<file path="src/rtl/dmem_access_ctrl.sv">
// Purpose : MEM-stage sequencer turning MemRead/MemWrite into a held req/ready access to a variable-latency data memory.
// Latency : ready on ACCESS cycle k (k>=1) -> stall high k+1 cycles, access_done/read_data in the following cycle.
// Backpr. : stall freezes PC, IF/ID, ID/EX, EX/MEM and MEM/WB until the memory answers or TIMEOUT ACCESS cycles elapse.
//
// Ports:
//   clk, reset             : clock, synchronous active-high reset
//   mem_read, mem_write    : EX/MEM load/store controls (store wins if both set)
//   addr, wdata            : EX/MEM byte address and store data
//   dmem_ready, dmem_rdata : memory acknowledge and read data
//   dmem_req, dmem_we      : registered request / write enable to memory
//   dmem_addr, dmem_wdata  : registered word-aligned address and store data
//   stall                  : combinational pipeline freeze
//   read_data              : registered load result for MEM/WB
//   access_done            : one-cycle pulse on the release (DONE) cycle
//   timeout_err            : sticky timeout flag, cleared only by reset
module dmem_access_ctrl #(
   parameter int TIMEOUT = 16,
   parameter int CNT_W   = 5
) (
   input  logic        clk,
   input  logic        reset,
   input  logic        mem_read,
   input  logic        mem_write,
   input  logic [31:0] addr,
   input  logic [31:0] wdata,
   input  logic        dmem_ready,
   input  logic [31:0] dmem_rdata,
   output logic        dmem_req,
   output logic        dmem_we,
   output logic [31:0] dmem_addr,
   output logic [31:0] dmem_wdata,
   output logic        stall,
   output logic [31:0] read_data,
   output logic        access_done,
   output logic        timeout_err
);

   localparam logic [1:0] S_IDLE   = 2'd0;
   localparam logic [1:0] S_ACCESS = 2'd1;
   localparam logic [1:0] S_DONE   = 2'd2;

   // Value of wait_cnt on the last ACCESS cycle before the access is abandoned.
   localparam logic [CNT_W-1:0] LAST_WAIT = CNT_W'(TIMEOUT - 1);

   logic [1:0]       state;
   logic [CNT_W-1:0] wait_cnt;
   logic             mem_op;

   // Byte-lane bits are dropped: the memory is addressed by word.
   logic             unused_addr_lsbs;
   assign unused_addr_lsbs = ^addr[1:0];

   assign mem_op = mem_read | mem_write;

   // The stall must rise in the same cycle the access is first seen in IDLE,
   // before any registered state has reacted, hence combinational.
   assign stall = !reset & (((state == S_IDLE) & mem_op) | (state == S_ACCESS));

   always_ff @(posedge clk) begin
      if (reset) begin
         state       <= S_IDLE;
         wait_cnt    <= '0;
         dmem_req    <= 1'b0;
         dmem_we     <= 1'b0;
         dmem_addr   <= 32'd0;
         dmem_wdata  <= 32'd0;
         read_data   <= 32'd0;
         access_done <= 1'b0;
         timeout_err <= 1'b0;
      end else begin
         access_done <= 1'b0;
         case (state)
            S_IDLE: begin
               if (mem_op) begin
                  state      <= S_ACCESS;
                  dmem_req   <= 1'b1;
                  dmem_we    <= mem_write;
                  dmem_addr  <= {addr[31:2], 2'b00};
                  dmem_wdata <= wdata;
                  wait_cnt   <= '0;
               end
            end
            S_ACCESS: begin
               // A response on the final wait cycle still counts as success.
               if (dmem_ready) begin
                  if (!dmem_we) begin
                     read_data <= dmem_rdata;
                  end
                  dmem_req    <= 1'b0;
                  access_done <= 1'b1;
                  state       <= S_DONE;
               end else if (wait_cnt == LAST_WAIT) begin
                  timeout_err <= 1'b1;
                  read_data   <= 32'd0;
                  dmem_req    <= 1'b0;
                  access_done <= 1'b1;
                  state       <= S_DONE;
               end else begin
                  wait_cnt <= wait_cnt + 1'b1;
               end
            end
            S_DONE: begin
               // EX/MEM still holds the finished instruction here; skip it.
               state <= S_IDLE;
            end
            default: begin
               state <= S_IDLE;
            end
         endcase
      end
   end

endmodule

</file>
<file path="config.mk">
export PLATFORM = sky130hd
export DESIGN_NAME = dmem_access_ctrl
export DESIGN_NICKNAME = d
export VERILOG_FILES = /design/src/rtl/dmem_access_ctrl.sv
export SDC_FILE = /design/constraint.sdc
export NUM_CORES = 1
export LEC_CHECK = 0
export ABC_CLOCK_PERIOD_IN_PS = 2200
export BUFFER_PORTS_ARGS = -buffer_cell sky130_fd_sc_hd__buf_2
export CAP_MARGIN = 20
export CORE_ASPECT_RATIO = 0.6
export CORE_UTILIZATION = 40
export CTS_CLUSTER_DIAMETER = 200
export DETAILED_ROUTE_END_ITERATION = 12
export GPL_ROUTABILITY_DRIVEN = 1
export PLACE_DENSITY_LB_ADDON = 0.12
export RECOVER_POWER = 50
export SYNTH_ARGS = -nofsm -noshare
export SYNTH_HDL_FRONTEND = slang
export SYNTH_SLANG_ARGS = --single-unit
</file>
<file path="constraint.sdc">
create_clock -name clk -period 2.2 [get_ports clk]
set_clock_uncertainty 0.1 [all_clocks]
set_input_delay 0.44 -clock clk [delete_from_list [all_inputs] [get_ports clk]]
set_output_delay 0.44 -clock clk [all_outputs]
set_load 0.01 [all_outputs]
</file>
==> out/results.ini <==
[cells_and_area]
nets=758
post-route-util_pct=53.9
diodes=0
drive_gt1_share_pct=20.2
synthToLayoutAreaGrowth_pct=30.5

[global_routing]
grt_util_all_layers_pct=20.8
antenna_found_initial=0
grt_pass1_vias=3775
grt_pass1_wl_mm=18.0
grt_max_degree=65
grt-ovfl-total=0

[setup_path]
startpoint_type=flop
rr_startpoint=wait_cnt[0]
crit_chain=ha_1, and3_1, ha_2, or4b_4, or3_1, a21oi_1
worstPathArrival_ns=2.30
critical_path.max_fanout=5
endpoint_kind=flop
cp_top_family=simple AND/OR/NAND/NOR gates
crit_buf_inv=0
critical_path_class=reg -> reg
startpoint=wait_cnt[0]
cp_data_required_time_ns=2.37
cp_num_cells=6
endpoint=wait_cnt[3]
r2r_slack_ns=0.07
r2r_end=wait_cnt[3]
cp_slowest_stage_delay_ns=0.51
ff2ff_path_depth=6
cp_slowest_cell=or4b_4

[power_and_ir_drop]
combPwrFrac_pct=15.4
p_int_mw=3.03
power.total_mw=4.17
p_sw_mw=1.14
power.share.clock_pct=35.0
p_leak_nw=2.05
ir_worst_vdd_uv=401
netSwitchingFraction_pct=27.4
power_density_mw_per_mm2=781
pwr-share-seq_pct=49.6

[clock_network]
root_buffer=clkbuf_16
clock-sinks=105
clock_latency_ns=0.34
cts_made_buffers=9
h-tree-depth=3
ctsHoldBuffers=0
clk_pin_slew_worst_paths_ns=0.07
cts_tree=built
clockBufferDepth=2

[synth]
yosysMostFrequentCell=dfxtp_1
ys_async_sr_fraction_pct=0
netlist_area_sq_mm=0.00410
yosys-top-cells-count=dfxtp_1, nand3_1, a21oi_1, o21ai_0
synth-main-ff-cell=dfxtp_1
synth_area_per_cell_sq_um=8.46
yosys.area.top_type=dfxtp_1
synth_edf_count=0
synth.area.top_cells=dfxtp_1, nand3_1, a21oi_1
syn_inst=484
synth_cell_types=27
yosysSeqAreaShare_pct=51.3
yosysWarningCount=0
synth_top_area_share_pct=51.3
synth_seq_cells=105

[floorplan]
fp.dieW_microns=133
fp.dieH_microns=80.4
die_area_sq_mm=0.0107
placementRows=28
core-area_sq_mm=0.00991
pin_count=202
initial_core_util_pct=41.3

[sta]
fin_crit_ns=2.13
setup_viol=0
slew_violations=0
rsz0062_at_grt=no
max_freq_mhz=469
hold_viol=0
max-slew-margin-rel_pct=13.3
fin_setup_tns_ns=0
worst_pin_slew_ns=1.30
finalCritPeriodShare_pct=97.0

[status]
status=finished clean

[drt]
drtIter0Drc=212
drc=0
vias=4049
ant_nets=0
viasPerCell=5.09
drt-total-wl_mm=11.3
drt_pre_antenna_iters=5
routedWlPerCell_microns=14.2

[place]
io_buffers=197
routabilityCongestion=0.728
hpwl_mm=7.60

[job]
drv_cap=0

[worst_hold_path]
hold_class=in -> reg

==> metrics by stage <==
stage,hold slack [ns],area [sq um],setup slack (ns),std cells
floorplan,0.354,4100,0.0894,485
global placement,0.339,5190,0.0799,779
detailed placement,0.346,5190,-0.00324,779
CTS,0.229,5470,0.0198,795
global route,0.237,5340,0.00236,795
finish,0.243,5340,0.0662,795
==> power groups by stage <==
stage / logic, mW / registers [mW] / clock network, mW
finish: 0.642 / 2.07 / 1.46
detailed placement: 0.673 / 2.11 / 0
floorplan: 0.325 / 2.16 / 0
global placement: 0.660 / 2.10 / 0
global route: 0.713 / 2.08 / 1.58
CTS: 0.675 / 2.07 / 1.51
==> routing by layer <==
layer / GRT usage [%] / wire [microns] / up-vias
li1: - / - / 2037
met1: 26.0 / 5110 / 1865
met2: 34.2 / 5180 / 139
met3: 7.39 / 921 / 8
met4: 5.52 / 56 / 0
met5: 0 / 0 / -
==> cell type report <==
| class | count | area, sq um |
|---|---|---|
| Tap cell | 135 | 169 |
| Clock buffer | 12 | 236 |
| Clock inverter | 4 | 30.0 |
| Sequential cell | 105 | 2100 |
| Fill cell | 1007 | 4570 |
| Timing Repair Buffer | 209 | 976 |
| Inverter | 4 | 15.0 |
| Multi-Input combinational cell | 326 | 1810 |
==> state kept, by name, summed over array words and instances (netlist names) <==
register / cells
dmem_wdata: 32
read_data: 32
dmem_addr: 30
wait_cnt: 5
state: 2
access_done: 1
dmem_req: 1
dmem_we: 1
timeout_err: 1
==> cells by family after synthesis <==
logic type / share of synthesized area, %
adder cells (fa/ha/maj): 0.611
flip-flops: 51.3
XOR/XNOR: 0.214
AO/OA/AOI/OAI: 17.3
multiplexers: 7.82
buffers and inverters: 5.25
other: 0.0916
AND/OR/NAND/NOR: 17.4
==> placed cells by master, fill, tap and decap left out <==
cell,instances
xor2_1,1
nand2b_1,3
o21ai_0,67
or3_1,2
buf_12,2
a21oi_1,68
o21ba_2,1
clkbuf_2,1
a21oi_4,1
clkbuf_1,101
nor3_1,4
buf_2,99
or4b_4,1
or2_2,2
conb_1,2
nor2_4,2
mux2i_1,32
nor2b_1,1
nand2_1,39
nand3_1,91
clkbuf_16,9
clkinvlp_4,4
dfxtp_1,105
buf_4,9
a41o_1,1
inv_2,1
nor2_1,4
o2111ai_1,1
inv_1,3
ha_2,1
and3_1,1
ha_1,1
==> worst register-to-register path: stages, from the launching register on <==
cell,delay [ns]
dfxtp_1,0.34
ha_1,0.23
and3_1,0.21
ha_2,0.19
or4b_4,0.51
or3_1,0.36
a21oi_1,0.14
==> how the worst min path moves through the flow <==
stage	startpoint	end	slack (ns)	cells after the start
after global placement	read_data[10]	read_data[10]	0.34	2
final	dmem_rdata[23]	read_data[23]	0.24	3
after detailed placement	read_data[7]	read_data[7]	0.35	2
after CTS	dmem_rdata[23]	read_data[23]	0.23	3
after global routing	wdata[29]	dmem_wdata[29]	0.24	3
after floorplan	wait_cnt[3]	wait_cnt[3]	0.35	2
==> what timing repair did <==
| action | 4_1_cts | 5_1_grt |
|---|---|---|
| gates resized for setup | 1 | 1 |
| setup buffers | 0 | 0 |
| setup endpoints to repair | 1 | 1 |
| gates cloned | 0 | 0 |
(Power assumes the default switching activity.)
